`src/rtl/event_pkg.sv`:
```
// Event-report message definitions shared by the event reporter and the event decoder.
package event_pkg;
  localparam int CLASS_W = 8;
  localparam int ID_W    = 8;

  localparam logic [CLASS_W-1:0] MSG_CLASS_EVENT = 8'h01;
  localparam logic [ID_W-1:0]    EVT_UNDERFLOW   = 8'h01;

  typedef enum logic [1:0] {
    S_IDLE   = 2'd0,
    S_READY  = 2'd1,
    S_UPDATE = 2'd2
  } dec_state_t;

  // Event IDs are 1-based; ID 0 is never a valid event.
  function automatic logic id_in_range(input logic [ID_W-1:0] id, input int num_events);
    return (id != '0) && (int'(id) <= num_events);
  endfunction
endpackage

```
`src/rtl/event_decoder_if.sv`:
```
// AXI-stream style event-report link: reporter drives master, decoder receives on slave.
interface event_decoder_if #(
  parameter int DATA_WIDTH = 256
);
  logic [DATA_WIDTH-1:0] AXIS_IN_TDATA;
  logic                  AXIS_IN_TVALID;
  logic                  AXIS_IN_TREADY;

  modport master (output AXIS_IN_TDATA, output AXIS_IN_TVALID, input AXIS_IN_TREADY);
  modport slave  (input AXIS_IN_TDATA, input AXIS_IN_TVALID, output AXIS_IN_TREADY);
endinterface

```
`src/rtl/sat_counter.sv`:
```
// Saturating up-counter with synchronous clear; clear together with increment yields 1.
// Single-cycle update, no backpressure.
module sat_counter #(
  parameter int WIDTH = 16
) (
  input  logic             clk,
  input  logic             reset,
  input  logic             i_inc,
  input  logic             i_clr,
  output logic [WIDTH-1:0] o_count
);
  logic [WIDTH-1:0] r_count;

  always_ff @(posedge clk or posedge reset) begin
    if (reset) begin
      r_count <= '0;
    end else if (i_clr) begin
      r_count <= i_inc ? WIDTH'(1) : '0;
    end else if (i_inc && (r_count != {WIDTH{1'b1}})) begin
      r_count <= r_count + WIDTH'(1);
    end
  end

  assign o_count = r_count;
endmodule

```
`src/rtl/event_decoder.sv`:
```
// Event-report sink: validates class, decodes ID into strobes, counters, sticky pending and irq.
// One message per 2 clocks (TREADY low during update); EVENT_DECODER_TIMESTAMP_EN adds last-event capture.
module event_decoder
  import event_pkg::*;
#(
  parameter int DATA_WIDTH  = 256,
  parameter int NUM_EVENTS  = 8,
  parameter int COUNT_WIDTH = 16
) (
  input  logic                            clk,
  input  logic                            reset,
  event_decoder_if.slave                  axis,
  input  logic [NUM_EVENTS-1:0]           irq_enable,
  input  logic [NUM_EVENTS-1:0]           pending_clear,
  input  logic                            counter_clear,
  output logic [NUM_EVENTS-1:0]           event_strobe,
  output logic [NUM_EVENTS-1:0]           event_pending,
  output logic [NUM_EVENTS*COUNT_WIDTH-1:0] event_count,
  output logic [COUNT_WIDTH-1:0]          bad_msg_count,
  output logic                            irq
`ifdef EVENT_DECODER_TIMESTAMP_EN
  ,
  output logic [7:0]                      last_event_id,
  output logic [31:0]                     last_event_time
`endif
);
  dec_state_t            r_state;
  logic                  r_tready;
  logic [CLASS_W-1:0]    r_class;
  logic [ID_W-1:0]       r_id;
  logic [NUM_EVENTS-1:0] r_strobe;
  logic [NUM_EVENTS-1:0] r_pending;
  logic                  r_irq;

  logic                  w_update;
  logic                  w_msg_ok;
  logic                  w_bad_inc;
  logic [NUM_EVENTS-1:0] w_evt_inc;
  logic                  w_unused_tdata;

  assign w_update  = (r_state == S_UPDATE);
  assign w_msg_ok  = w_update && (r_class == MSG_CLASS_EVENT) && id_in_range(r_id, NUM_EVENTS);
  assign w_bad_inc = w_update && !w_msg_ok;

  always_comb begin
    w_evt_inc = '0;
    for (int i = 0; i < NUM_EVENTS; i++) begin
      w_evt_inc[i] = w_msg_ok && (r_id == ID_W'(i + 1));
    end
  end

  // Only class and ID are meaningful; the payload between them is ignored.
  assign w_unused_tdata = ^axis.AXIS_IN_TDATA;

  always_ff @(posedge clk or posedge reset) begin
    if (reset) begin
      r_state  <= S_IDLE;
      r_tready <= 1'b0;
      r_class  <= '0;
      r_id     <= '0;
      r_strobe <= '0;
    end else begin
      r_strobe <= '0;
      case (r_state)
        S_IDLE: begin
          r_tready <= 1'b1;
          r_state  <= S_READY;
        end
        S_READY: begin
          if (axis.AXIS_IN_TVALID && r_tready) begin
            r_class  <= axis.AXIS_IN_TDATA[DATA_WIDTH-1 -: CLASS_W];
            r_id     <= axis.AXIS_IN_TDATA[ID_W-1:0];
            r_tready <= 1'b0;
            r_state  <= S_UPDATE;
          end
        end
        S_UPDATE: begin
          r_strobe <= w_evt_inc;
          r_tready <= 1'b1;
          r_state  <= S_READY;
        end
        default: begin
          r_tready <= 1'b0;
          r_state  <= S_IDLE;
        end
      endcase
    end
  end

  // Set beats clear so an event arriving with a host clear is never lost.
  always_ff @(posedge clk or posedge reset) begin
    if (reset) begin
      r_pending <= '0;
      r_irq     <= 1'b0;
    end else begin
      r_pending <= (r_pending & ~pending_clear) | w_evt_inc;
      r_irq     <= |(r_pending & irq_enable);
    end
  end

  for (genvar g = 0; g < NUM_EVENTS; g++) begin : g_evt_cnt
    sat_counter #(.WIDTH(COUNT_WIDTH)) u_evt_cnt (
      .clk     (clk),
      .reset   (reset),
      .i_inc   (w_evt_inc[g]),
      .i_clr   (counter_clear),
      .o_count (event_count[g*COUNT_WIDTH +: COUNT_WIDTH])
    );
  end

  sat_counter #(.WIDTH(COUNT_WIDTH)) u_bad_cnt (
    .clk     (clk),
    .reset   (reset),
    .i_inc   (w_bad_inc),
    .i_clr   (counter_clear),
    .o_count (bad_msg_count)
  );

`ifdef EVENT_DECODER_TIMESTAMP_EN
  logic [31:0]     r_timestamp;
  logic [ID_W-1:0] r_last_id;
  logic [31:0]     r_last_time;

  always_ff @(posedge clk or posedge reset) begin
    if (reset) begin
      r_timestamp <= '0;
      r_last_id   <= '0;
      r_last_time <= '0;
    end else begin
      r_timestamp <= r_timestamp + 32'd1;
      if (w_msg_ok) begin
        r_last_id   <= r_id;
        r_last_time <= r_timestamp;
      end
    end
  end

  assign last_event_id   = r_last_id;
  assign last_event_time = r_last_time;
`endif

  assign axis.AXIS_IN_TREADY = r_tready;
  assign event_strobe        = r_strobe;
  assign event_pending       = r_pending;
  assign irq                 = r_irq;
endmodule

```
`src/flat_wrapper.sv`:
```
// flat-port wrapper written by rule: the top's interface ports become plain ports
module event_decoder_flat import event_pkg::*;
#(
  parameter int DATA_WIDTH  = 256,
  parameter int NUM_EVENTS  = 8,
  parameter int COUNT_WIDTH = 16
)
  (clk, reset, irq_enable, pending_clear, counter_clear, event_strobe, event_pending, event_count, bad_msg_count, irq, axis_AXIS_IN_TDATA, axis_AXIS_IN_TVALID, axis_AXIS_IN_TREADY);
  event_decoder_if #(.DATA_WIDTH(DATA_WIDTH)) axis_i ();
  input  logic clk;
  input  logic reset;
  input  logic [NUM_EVENTS-1:0] irq_enable;
  input  logic [NUM_EVENTS-1:0] pending_clear;
  input  logic counter_clear;
  output logic [NUM_EVENTS-1:0] event_strobe;
  output logic [NUM_EVENTS-1:0] event_pending;
  output logic [NUM_EVENTS*COUNT_WIDTH-1:0] event_count;
  output logic [COUNT_WIDTH-1:0] bad_msg_count;
  output logic irq;
  input wire logic [$bits(axis_i.AXIS_IN_TDATA)-1:0] axis_AXIS_IN_TDATA;
  input wire logic [$bits(axis_i.AXIS_IN_TVALID)-1:0] axis_AXIS_IN_TVALID;
  output wire logic [$bits(axis_i.AXIS_IN_TREADY)-1:0] axis_AXIS_IN_TREADY;
  assign axis_i.AXIS_IN_TDATA = axis_AXIS_IN_TDATA;
  assign axis_i.AXIS_IN_TVALID = axis_AXIS_IN_TVALID;
  assign axis_AXIS_IN_TREADY = axis_i.AXIS_IN_TREADY;
  event_decoder #(.DATA_WIDTH(DATA_WIDTH), .NUM_EVENTS(NUM_EVENTS), .COUNT_WIDTH(COUNT_WIDTH)) u_core (.clk(clk), .reset(reset), .axis(axis_i), .irq_enable(irq_enable), .pending_clear(pending_clear), .counter_clear(counter_clear), .event_strobe(event_strobe), .event_pending(event_pending), .event_count(event_count), .bad_msg_count(bad_msg_count), .irq(irq));
endmodule
```
`config.mk`:
```
export PLATFORM = sky130hd
export DESIGN_NAME = event_decoder_flat
export DESIGN_NICKNAME = d
export VERILOG_FILES = /design/src/rtl/event_pkg.sv /design/src/rtl/event_decoder_if.sv /design/src/rtl/sat_counter.sv /design/src/rtl/event_decoder.sv /design/src/flat_wrapper.sv
export SDC_FILE = /design/constraint.sdc
export NUM_CORES = 1
export LEC_CHECK = 0
export BUFFER_PORTS_ARGS = -buffer_cell sky130_fd_sc_hd__clkbuf_2
export CORE_AREA = 5 5 167 169
export CTS_CLUSTER_DIAMETER = 30
export CTS_CLUSTER_SIZE = 10
export DETAILED_ROUTE_END_ITERATION = 10
export DIE_AREA = 0 0 172 174
export PLACE_DENSITY = 0.7
export SETUP_SLACK_MARGIN = 0.4
export SLEW_MARGIN = 5
export SYNTH_ARGS = -nofsm -noshare
export SYNTH_HDL_FRONTEND = slang
export SYNTH_SLANG_ARGS = --single-unit
```
`constraint.sdc`:
```
create_clock -name clk -period 6 [get_ports clk]
set_input_delay 1.2 -clock clk [delete_from_list [all_inputs] [get_ports clk]]
set_output_delay 1.2 -clock clk [all_outputs]
set_load 0.005 [all_outputs]
```
# Word level (Yosys, flattened, before mapping)
# Index checks and enable logic that the tools add are counted.
# W data, S select, Z words.
[word_totals] register_bits=180 input_bits=276 elab_cells=120
[classes] addsub=9 n_lt_le_gt_ge=1 eq_ne=21 mux=32 bitwise_logic=4 reduce_logical=37
[op_table] cell="$mux W16" count=18
[op_table] cell="$add A16 B1 Y16 const B" count=9
[op_table] cell="$ne A16 B16 Y1 const B" count=9
[op_table] cell="$eq A8 B3 Y1 const B" count=4
[op_table] cell="$logic_and A1 B1 Y1" count=22
[op_table] cell="$reduce_bool A2 Y1" count=9
[op_table] cell="$and A8 B8 Y8" count=2
[op_table] cell="$eq A8 B1 Y1 const B" count=2
[op_table] cell="$eq A8 B2 Y1 const B" count=2
[op_table] cell="$mux W1" count=10
[op_table] cell="$eq A8 B4 Y1 const B" count=1
[op_table] cell="$le A8 B4 Y1 const B" count=1
[op_table] cell="$mux W8" count=1
[op_table] cell="$not A8 Y8" count=1
[op_table] cell="$or A8 B8 Y8" count=1
[op_table] cell="$reduce_bool A8 Y1" count=1
[op_table] cell="$reduce_or A8 Y1" count=1
[op_table] cell="$pmux W2 S2" count=1
[op_table] cell="$eq A2 B1 Y1 const B" count=1
[op_table] cell="$eq A2 B2 Y1 const B" count=1
[op_table] cell="$logic_not A2 Y1" count=1
[op_table] cell="$mux W2" count=1
[op_table] cell="$ne A2 B1 Y1 const B" count=1
[op_table] cell="$pmux W1 S2" count=1
[op_table] cell="3 further kinds" count=3

# Depth between registers and ports, before layout
[depth] word_depth=8 ltp_mapped=9 mapped_depth_nobuf=6

# By module
# A second synthesis with hierarchy kept.
[unflattened] hier_cells=981 hier_area_um2=9880.7
[modules_own_cells] module="sat_counter (u_core.g_evt_cnt[0].u_evt_cnt ...)" n_inst=8 cells_each=96 area_per_inst_um2=924.6 seq_area_each_um2=400.4
[modules_own_cells] module="event_decoder" n_inst=1 cells_each=119 area_per_inst_um2=1580.3 seq_area_each_um2=900.9
[modules_own_cells] module="sat_counter (u_core.g_evt_cnt[3].u_evt_cnt)" n_inst=1 cells_each=94 area_per_inst_um2=903.4 seq_area_each_um2=400.4

# Worst setup path before layout
# No wires, ideal clock.
[synth_path] kind="register -> register" startpoint="register u_core.r_id[7]" endpoint="register u_core.g_evt_cnt[6].u_evt_cnt.r_count[11]" setup_time_ns=0.128 t_arrival_ns=2.289 required_time_ns=5.872 path_slack_ns=3.583 path_stages_with_launch=6 n_path_buf=0 path_cell_list="dfrtp_1 or4b_4 or3_4 a311o_1 nor4_1 mux2_1"
[synth_between] elab_chain_cells=6
[synth_lines] item="from (decl)" line="event_decoder.sv:30" rtl="logic [ID_W-1:0] r_id;"
[synth_lines] item="from (signal assigned)" line="event_decoder.sv:72" rtl="r_id <= axis.AXIS_IN_TDATA[ID_W-1:0];"
[synth_lines] item="$le A8 B4 Y1 / $reduce_bool A8 Y1 (equally long branches)" line="event_pkg.sv:17" rtl="return (id != '0) && (int'(id) <= num_events);"
[synth_lines] item="$logic_and A1 B1 Y1" line="event_pkg.sv:17"
[synth_lines] item="$logic_and A1 B1 Y1" line="event_decoder.sv:42" rtl="assign w_msg_ok = w_update && (r_class == MSG_CLASS_EVENT) && id_in_range(r_id, NUM_EVENTS);"
[synth_lines] item="$logic_and A1 B1 Y1 *" line="event_decoder.sv:48" rtl="w_evt_inc[i] = w_msg_ok && (r_id == ID_W'(i + 1));"
[synth_lines] item="$logic_and A1 B1 Y1 *" line="sat_counter.sv:19" rtl="end else if (i_inc && (r_count != {WIDTH{1'b1}})) begin"
[synth_lines] item="$reduce_bool A2 Y1 (no source line) *"
[synth_lines] item="to (signal assigned)" line="sat_counter.sv:18" rtl="r_count <= i_inc ? WIDTH'(1) : '0;"
[synth_lines] item="to (signal assigned)" line="sat_counter.sv:20" rtl="r_count <= r_count + WIDTH'(1);"
[synth_lines] item="to (decl)" line="sat_counter.sv:12" rtl="logic [WIDTH-1:0] r_count;"
# Every way passes the cells marked *; elsewhere a longest branch is shown, timed or not.
# A chain may end at the register's enable or synchronous reset.

# Final worst setup path
[layout_path] startpoint="register u_core.r_id[7]" endpoint="register u_core.g_evt_cnt[2].u_evt_cnt.r_count[12]"
[layout_between] elab_chain_cells=6
[layout_lines] item="$le A8 B4 Y1 / $reduce_bool A8 Y1 (equally long branches)" line="event_pkg.sv:17"
[layout_lines] item="$logic_and A1 B1 Y1" line="event_pkg.sv:17"
[layout_lines] item="$logic_and A1 B1 Y1" line="event_decoder.sv:42"
[layout_lines] item="$logic_and A1 B1 Y1 *" line="event_decoder.sv:48"
[layout_lines] item="$logic_and A1 B1 Y1 *" line="sat_counter.sv:19"
[layout_lines] item="$reduce_bool A2 Y1 (no source line) *"
[layout_lines] item="to (signal assigned)" line="sat_counter.sv:18"
[layout_lines] item="to (signal assigned)" line="sat_counter.sv:20"
[layout_lines] item="to (decl)" line="sat_counter.sv:12"
# Marked as above.

==> flow_summary_export.csv <==
group,metric,value,unit
routing,drt_iter0_markers,756,
critical_path,r2r_cells,6,
critical_path,crit_family,"simple AND/OR/NAND/NOR gates",
final_layout,num-fill-cells,2627,
routing,firstDrtPassIters,6,
sta,rsz0062_at_grt,"no",
floorplan,initial_utilization,34.9,%
sta,tightest_slew,1110,ps
floorplan,ioPinCount,438,
synthesis,ys_warn_count,0,
critical_path,cp.required,6350,ps
critical_path,r2r-end,"u_core.g_evt_cnt[2].u_evt_cnt.o_count[12]",
critical_path,path_buf_inv,1,
floorplan,rows,60,
critical_path,reg2reg_slack,2920,ps
clocking,ctsResizeCount,0,
critical_path,cp-end-kind,"register",
final_layout,drive_gt1_share,21.3,%
synthesis,synth_fa_ha_area_share,1.22,%
clocking,clk_latency,430,ps
clocking,clockRootBuffer,"clkbuf_16",
placement,gp_congestion,0.829,
synthesis,ys_async_sr_fraction,100,%
critical_path,cp_cell_sequence,"or4b_4 > nor3_1 > o311ai_2 > buf_4 > or4_1 > a21oi_1",
power,power_per_cell_area,228,nW/um^2
clocking,cts_made_buffers,17,
critical_path,crit_type,"register to register",
placement,post_dp_cell_area,10500,sq um
sta,layout_min_cycle_time,3080,ps
synthesis,synth_cell_types,62,
job,cap_violations,0,
synthesis,synth_compound_area_share,17.5,%
grt,grt_pass1_vias,8128,
grt,grt_overflow,0,
clocking,cts_sinks,179,
clocking,cts_hold_buf,0,
final_layout,nets,1479,
routing,drc_errors,0,
placement,port_buffers,197,
critical_path,cp-start-kind,"register",
sta,hold_violations,0,
routing,routed_wl,27600,um
grt,grt_pass1_wl,43800,um
sta,drv_slew,0,
synthesis,syn_avg_cell_area,9.08,sq um
synthesis,synthXorXnorAreaFrac,0.474,%
power,leakage,4.74,nW
critical_path,critPathMaxStageDelay,700,ps
critical_path,cp-endpoint,"u_core.g_evt_cnt[2].u_evt_cnt.o_count[12]",
clocking,cts_tree,"built",
grt,grt_usage,18.1,%
synthesis,yosysSeqAreaShare,48.5,%
critical_path,reg2reg_from,"u_core.r_id[7]",
routing,viasPerCell,5.68,
sta,timing.fmax,0.325,GHz
synthesis,syn_area,9230,sq um
critical_path,worstPathMaxFanout,16,
critical_path,crit_start,"u_core.r_id[7]",
sta,min_period_over_period,51.3,%
clocking,post_cts_buffers,0,
routing,vias,8816,
routing,avgRoutedWirePerCell,17.8,um
synthesis,netlist_instances,1017,
placement,hpwl,19500,um
synthesis,synthFlopType,"dfrtp_1",
min_path,min_path_type,"register to register",
clocking,cts_buffer_depth,2,
floorplan,die_y,174,um
power,ir_drop,0.194,mV
sta,fin_ws,2920,ps
sta,relSlewSlack,25.0,%
synthesis,synth_top_family_by_area,"simple AND/OR/NAND/NOR gates",
sta,setup_viol,0,
routing,antenna_left,0,
critical_path,worst_path_max_delay_cell,"nor3_1",
sta,skew,14.7,ps
floorplan,die_area,29900,sq um
grt,antenna_found_initial,3,
sta,tns,0,ps
critical_path,crit_cells,6,
synthesis,ys_seq_elements,179,
final_layout,design_area,11100,sq um
synthesis,synthMuxAreaShare,1.57,%
outcome,status,"completed",
clocking,clkSlewWorstSetupHoldPaths,80,ps
clocking,cts_htree_levels,4,
floorplan,die_w,172,um
synthesis,syn_nets,1302,
critical_path,arrival,3430,ps
placement,pre_cts_ws,2690,ps
floorplan,core_area,26400,sq um
final_layout,area_growth,20.4,%
grt,grt_max_degree,168,
synthesis,synth_edf_count,0,
synthesis,synth_simple_gate_area_share,27.4,%
[worst min path at each step]
stage | start | endpoint | depth (start not counted)
3_5_place_dp | u_core.r_state[1] | u_core.r_state[0] | 1
4_1_cts | u_core.r_state[1] | u_core.r_state[0] | 1
3_3_place_gp | u_core.r_state[1] | u_core.r_state[0] | 1
2_1_floorplan | u_core.r_class[0] | u_core.r_class[0] | 2
6_report | u_core.r_state[1] | u_core.r_state[0] | 1
5_1_grt | u_core.r_state[1] | u_core.r_state[0] | 1
[where the power goes]
group | internal [mW] | total (mW) | switching (mW) | leakage (nW)
Sequential | 1.24 | 1.28 | 0.0425 | 2.47
Combinational | 0.0491 | 0.160 | 0.111 | 1.99
Clock | 0.554 | 1.09 | 0.541 | 0.280
[routing by layer]
layer / up-vias / routed length [um] / track usage, %
met5: - / 13 / 0
met4: 2 / 476 / 4.85
met3: 26 / 2710 / 6.48
met2: 320 / 11400 / 24.3
met1: 4280 / 13000 / 27.3
li1: 4188 / - / -
[Yosys cell counts, types with 10 or more instances]
master | n | share of area, %
dfrtp_1 | 179 | 49
nand4_1 | 36 | 2.4
nand2_1 | 109 | 4.4
or4_1 | 37 | 3.0
nand3_1 | 66 | 3.6
o211ai_1 | 12 | 0.98
inv_1 | 33 | 1.3
clkbuf_1 | 40 | 1.6
o21ai_0 | 73 | 4.0
mux2i_1 | 10 | 1.1
or3_1 | 76 | 5.2
nor4_1 | 10 | 0.68
nor2_1 | 39 | 1.6
and4_1 | 13 | 1.2
and3_1 | 19 | 1.3
a21oi_1 | 114 | 6.2
o31ai_1 | 33 | 2.7
[cells by family (layout without fill, tap and decap cells)]
logic type,after synthesis,after routing
other,0,3
adders and majority gates,9,9
xor gates and xnor gates,5,5
AOI/OAI and AO/OA,277,277
and+or+nand+nor,453,453
buffers and inverters,80,270
DFF,179,179
muxes,14,14
[flip-flops by register name (all words and copies together) (netlist names)]
name,cells
u_core.r_class,8
u_core.u_bad_cnt.o_count,16
u_core.irq,1
u_core.r_id,8
u_core.event_pending,8
u_core.g_evt_cnt.u_evt_cnt.o_count,128
u_core.event_strobe,8
u_core.r_state,2
[final cells by class]
| cell class | count | area, sq um | share of cell area, % |
|---|---|---|---|
| antenna | 3 | 7.51 | 0.0676 |
| sequential | 179 | 4480 | 40.3 |
| inverter | 35 | 135 | 1.22 |
| multi-input combinational | 758 | 4460 | 40.1 |
| clock inverter | 15 | 138 | 1.24 |
| timing repair buffer | 203 | 1050 | 9.41 |
| clock buffer | 17 | 425 | 3.83 |
| tap | 341 | 427 | 3.84 |
[worst reg2reg max path: stages (launching register included)]
cell	delay, ps
dfrtp_1	410
or4b_4	590
nor3_1	700
o311ai_2	400
buf_4	290
or4_1	470
a21oi_1	150
[cells in the final DEF, fill, tap and decap left out, types with 33 or more instances in the layout]
cell,netlist,final
nand3_1,66,66
or3_1,76,76
clkbuf_2,0,196
o21ai_0,73,73
a21oi_1,114,114
o31ai_1,33,33
nor2_1,39,39
dfrtp_1,179,179
nand2_1,109,109
nand4_1,36,36
or4_1,37,37
[through the flow]
| step | std cells | power [mW] | utilization, % | hold WS, ps |
|---|---|---|---|---|
| after floorplan | 1017 | 1.40 | - | 451 |
| after global routing | 1550 | 2.65 | 42.0 | 529 |
| after detailed placement | 1516 | 1.47 | 39.9 | 491 |
| after CTS | 1548 | 2.57 | 42.0 | 501 |
| final | 1551 | 2.53 | 42.1 | 511 |
| after global placement | 1516 | 1.46 | 39.9 | 480 |
(Power assumes the default switching activity.)
